==> config.mk <==
export PLATFORM = sky130hd
export DESIGN_NAME = multicycle_control
export DESIGN_NICKNAME = d
export VERILOG_FILES = /design/src/rtl/multicycle_control.sv
export SDC_FILE = /design/constraint.sdc
export NUM_CORES = 1
export LEC_CHECK = 0
export CAP_MARGIN = 20
export CORE_UTILIZATION = 42
export CTS_CLUSTER_SIZE = 12
export DETAILED_ROUTE_END_ITERATION = 10
export PLACE_DENSITY = 0.75
export SKIP_CTS_REPAIR_TIMING = 1
export SYNTH_ARGS = -nofsm -noshare
export SYNTH_HDL_FRONTEND = slang
export SYNTH_SLANG_ARGS = --single-unit
==> constraint.sdc <==
create_clock -name clk -period 1.7 [get_ports clk]
set_input_delay 0.34 -clock clk [delete_from_list [all_inputs] [get_ports clk]]
set_output_delay 0.34 -clock clk [all_outputs]
set_load 0.1 [all_outputs]
==> src/rtl/multicycle_control.sv <==
// Control FSM for the multi-cycle CPU datapath. It walks one instruction
// through 3-5 states starting at FETCH. The outputs are decoded from the
// state register, and op/funct are latched when DECODE is left.
module multicycle_control #(
  parameter bit ILLEGAL_HALT = 1'b0  // 1: an undefined instruction parks in HALT
) (
  input  logic       clk,
  input  logic       reset,          // async, active-low
  input  logic [5:0] opcode,
  input  logic [5:0] funct,
  input  logic       zero,
  output logic       pc_we,
  output logic       ir_we,
  output logic       a_we,
  output logic       b_we,
  output logic       ben,
  output logic       mem_we,
  output logic       reg_we,
  output logic       memin,
  output logic [1:0] regin,
  output logic [1:0] dst,
  output logic [1:0] alusrca,
  output logic [1:0] alusrcb,
  output logic [1:0] pcsrc,
  output logic       bneBEQ,
  output logic [2:0] aluOps,
  output logic       illegal,
  output logic       instr_done,
  output logic [3:0] state
);

  typedef enum logic [3:0] {
    S_FETCH     = 4'd0,
    S_DECODE    = 4'd1,
    S_MEM_ADDR  = 4'd2,
    S_MEM_READ  = 4'd3,
    S_MEM_WB    = 4'd4,
    S_MEM_WRITE = 4'd5,
    S_R_EXEC    = 4'd6,
    S_R_WB      = 4'd7,
    S_I_EXEC    = 4'd8,
    S_I_WB      = 4'd9,
    S_BRANCH    = 4'd10,
    S_JUMP      = 4'd11,
    S_JAL       = 4'd12,
    S_JR        = 4'd13,
    S_HALT      = 4'd15
  } state_e;

  localparam logic [5:0] OP_R    = 6'b000000;
  localparam logic [5:0] OP_LW   = 6'b100011;
  localparam logic [5:0] OP_SW   = 6'b101011;
  localparam logic [5:0] OP_ADDI = 6'b001000;
  localparam logic [5:0] OP_XORI = 6'b001110;
  localparam logic [5:0] OP_BEQ  = 6'b000100;
  localparam logic [5:0] OP_BNE  = 6'b000101;
  localparam logic [5:0] OP_J    = 6'b000010;
  localparam logic [5:0] OP_JAL  = 6'b000011;

  localparam logic [5:0] FN_ADD  = 6'b100000;
  localparam logic [5:0] FN_SUB  = 6'b100010;
  localparam logic [5:0] FN_SLT  = 6'b101010;
  localparam logic [5:0] FN_JR   = 6'b001000;

  localparam logic [2:0] ALU_ADD = 3'b000;
  localparam logic [2:0] ALU_SUB = 3'b001;
  localparam logic [2:0] ALU_XOR = 3'b010;
  localparam logic [2:0] ALU_SLT = 3'b011;

  state_e     state_q, state_d;
  logic [5:0] op_q, op_d;
  logic [5:0] funct_q, funct_d;
  logic       dec_ill;

  // Raw per-state decode. The enables and pulses are gated by reset below.
  logic       pc_we_c, ir_we_c, a_we_c, b_we_c, ben_c, mem_we_c, reg_we_c;
  logic       ill_c, done_c;

  // State and the captured instruction fields
  always_ff @(posedge clk or negedge reset) begin
    if (!reset) begin
      state_q <= S_FETCH;
      op_q    <= '0;
      funct_q <= '0;
    end else begin
      state_q <= state_d;
      op_q    <= op_d;
      funct_q <= funct_d;
    end
  end

  // Next state. DECODE branches on the live IR fields and latches them.
  // Later states use only op_q/funct_q.
  always_comb begin
    state_d = state_q;
    op_d    = op_q;
    funct_d = funct_q;
    dec_ill = 1'b0;
    case (state_q)
      S_FETCH: state_d = S_DECODE;
      S_DECODE: begin
        op_d    = opcode;
        funct_d = funct;
        case (opcode)
          OP_R: begin
            case (funct)
              FN_ADD, FN_SUB, FN_SLT: state_d = S_R_EXEC;
              FN_JR:                  state_d = S_JR;
              default:                dec_ill = 1'b1;
            endcase
          end
          OP_LW, OP_SW:     state_d = S_MEM_ADDR;
          OP_ADDI, OP_XORI: state_d = S_I_EXEC;
          OP_BEQ, OP_BNE:   state_d = S_BRANCH;
          OP_J:             state_d = S_JUMP;
          OP_JAL:           state_d = S_JAL;
          default:          dec_ill = 1'b1;
        endcase
        if (dec_ill) state_d = ILLEGAL_HALT ? S_HALT : S_FETCH;
      end
      S_MEM_ADDR: state_d = (op_q == OP_LW) ? S_MEM_READ : S_MEM_WRITE;
      S_MEM_READ: state_d = S_MEM_WB;
      S_R_EXEC:   state_d = S_R_WB;
      S_I_EXEC:   state_d = S_I_WB;
      S_HALT:     state_d = S_HALT;
      default:    state_d = S_FETCH;
    endcase
  end

  // Moore output decode. Branch pc_we and the R-type ALU command are the
  // only outputs that look past the state register.
  always_comb begin
    pc_we_c  = 1'b0;
    ir_we_c  = 1'b0;
    a_we_c   = 1'b0;
    b_we_c   = 1'b0;
    ben_c    = 1'b0;
    mem_we_c = 1'b0;
    reg_we_c = 1'b0;
    ill_c    = 1'b0;
    done_c   = 1'b0;
    memin    = 1'b0;
    regin    = 2'd0;
    dst      = 2'd0;
    alusrca  = 2'd0;
    alusrcb  = 2'd0;
    pcsrc    = 2'd0;
    bneBEQ   = 1'b0;
    aluOps   = ALU_ADD;
    case (state_q)
      S_FETCH: begin
        ir_we_c = 1'b1;
        alusrcb = 2'd3;
        pcsrc   = 2'd2;
        pc_we_c = 1'b1;
      end
      S_DECODE: begin
        a_we_c = 1'b1;
        b_we_c = 1'b1;
        ben_c  = 1'b1;
        ill_c  = dec_ill;
      end
      S_MEM_ADDR: begin
        alusrca = 2'd1;
        alusrcb = 2'd1;
      end
      S_MEM_READ: memin = 1'b1;
      S_MEM_WB: begin
        reg_we_c = 1'b1;
        dst      = 2'd1;
        done_c   = 1'b1;
      end
      S_MEM_WRITE: begin
        memin    = 1'b1;
        mem_we_c = 1'b1;
        done_c   = 1'b1;
      end
      S_R_EXEC: begin
        alusrca = 2'd1;
        alusrcb = 2'd2;
        case (funct_q)
          FN_SUB:  aluOps = ALU_SUB;
          FN_SLT:  aluOps = ALU_SLT;
          default: aluOps = ALU_ADD;
        endcase
      end
      S_R_WB: begin
        reg_we_c = 1'b1;
        regin    = 2'd1;
        done_c   = 1'b1;
      end
      S_I_EXEC: begin
        alusrca = 2'd1;
        alusrcb = 2'd1;
        aluOps  = (op_q == OP_XORI) ? ALU_XOR : ALU_ADD;
      end
      S_I_WB: begin
        reg_we_c = 1'b1;
        regin    = 2'd1;
        dst      = 2'd1;
        done_c   = 1'b1;
      end
      S_BRANCH: begin
        alusrca = 2'd1;
        alusrcb = 2'd2;
        aluOps  = ALU_SUB;
        bneBEQ  = (op_q == OP_BNE);
        pc_we_c = ((op_q == OP_BEQ) & zero) | ((op_q == OP_BNE) & ~zero);
        done_c  = 1'b1;
      end
      S_JUMP: begin
        pcsrc   = 2'd1;
        pc_we_c = 1'b1;
        done_c  = 1'b1;
      end
      // r31 takes the current PC, which FETCH already advanced to PC+4
      S_JAL: begin
        pcsrc    = 2'd1;
        pc_we_c  = 1'b1;
        reg_we_c = 1'b1;
        dst      = 2'd2;
        regin    = 2'd2;
        done_c   = 1'b1;
      end
      // JR encodes rt=0, so B is zero and A+B is the target
      S_JR: begin
        alusrca = 2'd1;
        alusrcb = 2'd2;
        pcsrc   = 2'd2;
        pc_we_c = 1'b1;
        done_c  = 1'b1;
      end
      default: ;
    endcase
  end

  // Reset kills every write immediately, even in the middle of a state
  always_comb begin
    pc_we      = pc_we_c  & reset;
    ir_we      = ir_we_c  & reset;
    a_we       = a_we_c   & reset;
    b_we       = b_we_c   & reset;
    ben        = ben_c    & reset;
    mem_we     = mem_we_c & reset;
    reg_we     = reg_we_c & reset;
    illegal    = ill_c    & reset;
    instr_done = done_c   & reset;
    state      = state_q;
  end

endmodule

==> results of run 1 <==
-- cells in the mapped netlist, drive strengths merged (3+ instances only) --
master  number
a211oi       3
nand2       13
nor2b        5
dfrtp       16
a21oi       13
o21ai        9
buf         12
nand2b       4
nor4b        5
o22ai        3
xnor2        4
clkbuf       7
nor3b        5
nor3         6
nor2        11
or3b         3
inv          5
mux2        12
or3          3
-- logic make-up after synthesis --
| group | share of synthesized area |
|---|---|
| simple gates | 0.309 |
| compound gates | 0.181 |
| buf+inv | 0.0929 |
| flops | 0.286 |
| mux | 0.0965 |
| xor+xnor | 0.0313 |
| other cells | 0.00268 |
-- through the flow --
step	cells	TNS [ps]	worst slack, ps
after global placement	287	-5980	-576
after floorplan	167	-16410	-1150
after CTS	291	-13060	-680
after detailed placement	287	-7050	-645
==> metrics.yaml, run 1 <==
synth.top_cell.area_share: 0.286
clkSinkCount: 16
numCtsBuffers: 3
synth_edf_count: 0
synth_flop_cell: "dfrtp_1"
ys_warn_count: 0
haltStage: "global routing"
worst_endpoint: "aluOps[1]"
syn_area_per_cell_um2: 8.43
synth_cell_types: 47
die_w_um: 59.7
portBuffers: 40
dpl.hpwl_mm: 4.02
error_line: "[ERROR DPL-0038] Utilization greater than 100%, impossible to legalize"
endpoint_type: "output port"
grt_max_degree: 17
gp_congestion: 0.838
ctsHtreeMaxLevel: 1
die-height_um: 59.7
clockBufferDepth: 2
placed_area_um2: 2660
clockRootBuffer: "clkbuf_4"
synth_area_leaders: "dfrtp_1, mux2_2, a21oi_1, nand2_1, nor2_1"
synth_seq_cells: 16
async_flop_share: 1.00
ioPinCount: 43
start_util: 0.451
synth_largest_area_cell: "dfrtp_1"
netlist_instances: 166
seq_area_frac_synth: 0.286
netlist_area_um2: 1400
outcome: "stopped before the end"
num_rows: 20
==> run 2, diff against run 1 <==
- CORE_AREA: default -> 2 2 63 65
- CORE_UTILIZATION: 42 -> default
- CTS_CLUSTER_SIZE: 12 -> default
- DIE_AREA: default -> 0 0 65 67
- PLACE_DENSITY: 0.75 -> default
- PLACE_DENSITY_LB_ADDON: default -> 0.15
- clock period: 1.7 -> 2.2 ns (I/O delays scaled with it)
==> run 2 against run 1 <==
Effect of this change: the flow now finishes, with violations (negative setup slack); synthesized area unchanged; synthesized cell count unchanged.
==> metrics.yaml, run 2 <==
antenna_found_initial: 0
clockRootBuffer: "clkbuf_8"
ioPinCount: 43  # unchanged
synth_flop_cell: "dfrtp_1"
crit_slowest_cell: "dfrtp_4"
cts_tree: "done"
crit_buf_inv: 3
clockBufferDepth: 2  # unchanged
ant_nets: 0
startpoint_type: "flop"
seq_area_frac_synth: 0.286  # unchanged
cp_max_fo: 11
worst-setup-path-type: "reg -> out"
wl_met2_mm: 2.43
place_ws_ps: -265  # +380 ps
portBuffers: 40  # unchanged
outcome: "finished with violations"
max_stage_delay_ps: 500
wl_met1_mm: 1.59
crit_family: "flip-flops"
clkSinkCount: 16  # unchanged
cap_violations: 0
diodes: 0
syn2layout_area_growth_pct: 91.5
drive_above_1_share: 0.553
clk_pin_slew_ps: 60
violations: "negative setup slack"
synth.top_cell.area_share: 0.286  # unchanged
whs_ps: 518
core_um2: 3610
track_usage: 0.200
power.density_nw_per_um2: 1180
setup_viol: 9
mostFrequentLayoutCell: "buf_12"
netlist_instances: 166  # unchanged
routed_wl_mm: 4.30
async_flop_share: 1.00  # unchanged
placed_area_um2: 2470  # -7.1%
die_area_um2: 4360
fmax_mhz: 406
netlist_area_um2: 1400  # unchanged
gp_congestion: 0.894  # +6.7%
layout.cells.non_filler: 274
final_cell_area_um2: 2680
insertion_delay_ps: 250
die-height_um: 67  # +12%
final.min_clock_period_ps: 2460
numCtsBuffers: 3  # unchanged
finish.net_count: 242
yosys-top-cells-count: "dfrtp_1, nand2_1, a21oi_1, mux2_2, nor2_1"
synth.most_common_cell: "dfrtp_1"
cp.required_ps: 1760
crit_chain: "buf_4, buf_12, or3_4, a21oi_4, a21oi_2, a21oi_4, buf_12"
finalPower_mw: 3.17
wl_per_cell_um: 15.7
num_rows: 22  # +10%
final_cell_mix: "buf_12, buf_4, clkdlybuf4s50_1"
grt_max_degree: 23
syn_area_per_cell_um2: 8.43  # unchanged
period_share: 1.12
grt_pass1_vias: 1491
via_count: 1472
skew_ps: 2.39
wl_met3_um: 246
drv_slew: 0
synth_edf_count: 0  # unchanged
power.leakage_nw: 1.02
die_w_um: 65  # +8.8%
start_util: 0.388  # -0.0629
fillers: 237
drt-vias-per-instance: 5.37
synth_area_leaders: "dfrtp_1, mux2_2, a21oi_1, nand2_1, nor2_1"
r2r_slack_ps: 120
grt_pass1_wl_mm: 6.80
synth_cell_types: 47  # unchanged
ir_worst_vdd_mv: 0.724
crit_path_end_kind: "output port"
ctsHtreeMaxLevel: 1  # unchanged
synth_largest_area_cell: "dfrtp_1"
dpl.hpwl_mm: 3.33  # -17%
hp-class: "reg -> reg"
fin_ws_ps: -264
dpl.cell_count: 265  # -7.7%
synth_seq_cells: 16  # unchanged
first_iter_violations: 62
overflow: 0
rsz0062_at_grt: "yes"
arrival_ps: 2020
first_pass_iters: 4
ys_warn_count: 0  # unchanged
highest_layer: "met4"
final-hold-violation-count: 0
drc: 0
run 2: cell families (layout without fill, tap and decap cells):
family	Yosys count	in the layout	synth area share
xor+xnor	5	5	0.0313
mux	12	12	0.0965
compound gates	39	39	0.181
buf+inv	24	83	0.0929
simple gates	69	69	0.309
other cells	1	2	0.00268
flops	16	16	0.286
run 2: cell type report:
type / instances / area, um2 / area share
sequential: 16 / 413 / 0.154
multi-input combinational: 127 / 1150 / 0.430
timing repair buffer: 74 / 975 / 0.364
inverter: 5 / 25.0 / 0.00933
tap: 48 / 60.1 / 0.0224
clock buffer: 4 / 55.1 / 0.0205
run 2: worst reg2reg max path: stages, from the launching register on:
cell,delay [ps]
dfrtp_4,490
buf_4,210
nor4b_4,290
buf_4,270
or3b_1,360
o21ai_1,100
a21oi_2,80
o221ai_2,180
run 2: report_power, final:
| group | switching (mW) | internal (mW) | total (mW) | leakage [nW] |
|---|---|---|---|---|
| combinational | 1.37 | 0.987 | 2.35 | 0.804 |
| sequential | 0.122 | 0.435 | 0.557 | 0.187 |
| clock | 0.101 | 0.159 | 0.259 | 0.0288 |
| total | 1.59 | 1.58 | 3.17 | 1.02 |
run 2: per-stage QoR:
| stage | setup TNS [ps] | util |
|---|---|---|
| 4_1_cts | -1380 | 0.700 |
| 3_5_place_dp | -608 | 0.684 |
| 6_report | -1100 | 0.744 |
| 3_3_place_gp | -397 | 0.684 |
| 2_1_floorplan | -5380 | - |
| 5_1_grt | -1750 | 0.744 |
run 2: path summary, 6_finish.rpt:
kind / endpoint / from / cells past startpoint
setup / recovery: pc_we / state[0] / 7
hold / removal: funct_q[5] / funct_q[5] / 1
setup reg to reg: state[0] / state[3] / 7
hold reg to reg: funct_q[5] / funct_q[5] / 1
max in group asynchronous: state[3] / reset / 2
min in group asynchronous: state[1] / reset / 2
run 2: per-layer routing:
metal | vias to the layer above | track usage
li1 | 716 | -
met1 | 706 | 0.222
met2 | 46 | 0.396
met3 | 4 | 0.0389
met4 | 0 | 0.0319
met5 | - | 0
Note: power is estimated with default switching activity, not from simulation.
==> run 3, diff against run 2 <==
- CELL_PAD_IN_SITES_DETAIL_PLACEMENT: default -> 1
- CELL_PAD_IN_SITES_GLOBAL_PLACEMENT: default -> 2
- CORE_AREA: 2 2 63 65 -> default
- CORE_UTILIZATION: default -> 27
- CTS_BUF_LIST: default -> sky130_fd_sc_hd__clkbuf_4 sky130_fd_sc_hd__clkbuf_8 sky130_fd_sc_hd__clkbuf_16
- DIE_AREA: 0 0 65 67 -> default
==> run 3 against run 2 <==
Effect of this change: largest cell class unchanged; critical path depth is 2 lower; critical endpoint is now aluOps[1]; clock power rose by 2%; highest routed layer unchanged; register-to-register slack got worse by 20 ps; the run still ends with negative setup slack left; clock skew rose by 2.8 ps.
==> metrics.yaml, run 3 (synthesis gave the netlist of run 2 again) <==
hp-class: "in -> async"
diodes: 0  # unchanged
power_frac_comb: 0.740  # -0.002
worst-setup-path-type: "reg -> out"
skew_ps: 5.19  # +2.80 ps
p_seq_frac: 0.175  # about the same
mostFrequentLayoutCell: "buf_4"
arrival_ps: 1950  # -70 ps
clk_pin_slew_ps: 70  # about the same
outcome: "finished with violations"
clockPowerShare: 0.085  # +0.003
die_w_um: 74.0  # +14%
insertion_delay_ps: 250  # about the same
routed_wl_mm: 4.79  # +11%
start_util: 0.289  # -0.0995
grt_pass1_vias: 1576  # +5.7%
syn2layout_area_growth_pct: 99.3
ant_nets: 0  # unchanged
grt_pass1_wl_mm: 7.71  # +13%
ir_worst_vdd_mv: 0.856  # +18%
fillers: 526  # +120%
power.density_nw_per_um2: 1120  # -4.9%
first_pass_iters: 4  # unchanged
place_ws_ps: -444  # -179 ps
track_usage: 0.188  # -0.0122
dpl.hpwl_mm: 3.85  # +16%
via_count: 1489  # +1.2%
wl_per_cell_um: 15.9  # +1.4%
final_cell_mix: "buf_4, buf_12, dfrtp_1"
core_um2: 4850  # +34%
ctsHtreeMaxLevel: 1  # unchanged
intPower_mw: 1.55  # -2.0%
r2r_slack_ps: 100  # -20 ps
overflow: 0  # unchanged
drive_above_1_share: 0.581  # +0.0281
die-height_um: 74.0  # +10%
final_cell_area_um2: 2790  # +4.1%
grt_max_degree: 19  # -17%
clkSinkCount: 16  # unchanged
highest_layer: "met4"
p_sw_mw: 1.59  # about the same
clockRootBuffer: "clkbuf_8"
violations: "negative setup slack"
cp.required_ps: 1760  # about the same
numCtsBuffers: 3  # unchanged
period_share: 1.09  # -0.0347
final-hold-violation-count: 0  # unchanged
drt-vias-per-instance: 4.95  # -7.9%
startpoint_type: "flop"
power.leakage_nw: 1.13  # +10%
die_area_um2: 5480  # +26%
first_iter_violations: 41  # -34%
drc: 0  # unchanged
ioPinCount: 43  # unchanged
clockBufferDepth: 2  # unchanged
drv_slew: 0  # unchanged
num_rows: 25  # +14%
cap_violations: 0  # unchanged
portBuffers: 40  # unchanged
final.min_clock_period_ps: 2390  # -76.4 ps
setup_viol: 5  # -4
gp_congestion: 0.879  # -1.7%
fin_ws_ps: -188  # +76.4 ps
p_sw_frac: 0.506  # +0.00470
antenna_found_initial: 0  # unchanged
finish.net_count: 250  # +3.3%
wl_met2_mm: 2.60  # +7.0%
crit_path_end_kind: "output port"
finalPower_mw: 3.14  # -1.0%
placed_area_um2: 2510  # +1.9%
cp_max_fo: 7  # -4
cts_tree: "done"
wl_met3_um: 109  # -56%
rsz0062_at_grt: "yes"
fmax_mhz: 419  # +3.2%
wl_met1_mm: 2.03  # +27%
## run 3: metrics by stage
stage                     hold WS [ps]  cells   util  setup TNS [ps]
final                              283    301  0.575            -565
after global placement             489    287  0.518            -652
after detailed placement           492    287  0.518           -1150
after CTS                          504    291  0.530           -1410
after floorplan                    144    167      -           -5380
after global routing               308    301  0.575           -1110
## run 3: cell type report
class	instances	area [um2]	area share
flip-flops and latches	16	413	0.148
multi-input cells	127	1190	0.426
inverters	5	25.0	0.00897
repair buffers	82	1020	0.367
well taps	67	83.8	0.0300
clock buffers	4	55.1	0.0197
## run 3: layer usage
layer  vias to the layer above  GRT usage
met4                         0     0.0577
met5                         -          0
met3                         5     0.0163
met2                        27      0.347
li1                        733          -
met1                       724      0.229
## run 3: critical path, cell delays in order, from the launching register on
cell and delay (ps):
dfrtp_4 530, nor2_4 120, nand4b_1 130, or4b_4 550, o21ai_4 190, buf_12 190
## run 3: power groups by stage
stage	clock network [mW]	registers (mW)	logic [mW]
after floorplan	0	0.627	1.40
after global placement	0	0.530	2.17
after detailed placement	0	0.541	2.21
after CTS	0.273	0.535	2.22
after global routing	0.283	0.569	2.43
final	0.265	0.549	2.32
## run 3: final timing paths
check / end / cells after the start / from
hold / removal: funct_q[3] / 2 / reset
min in group clk: funct_q[0] / 1 / funct_q[0]
setup / recovery: aluOps[1] / 5 / state[3]
hold reg to reg: funct_q[0] / 1 / funct_q[0]
setup reg to reg: state[0] / 7 / state[2]
max in group asynchronous: state[1] / 2 / reset
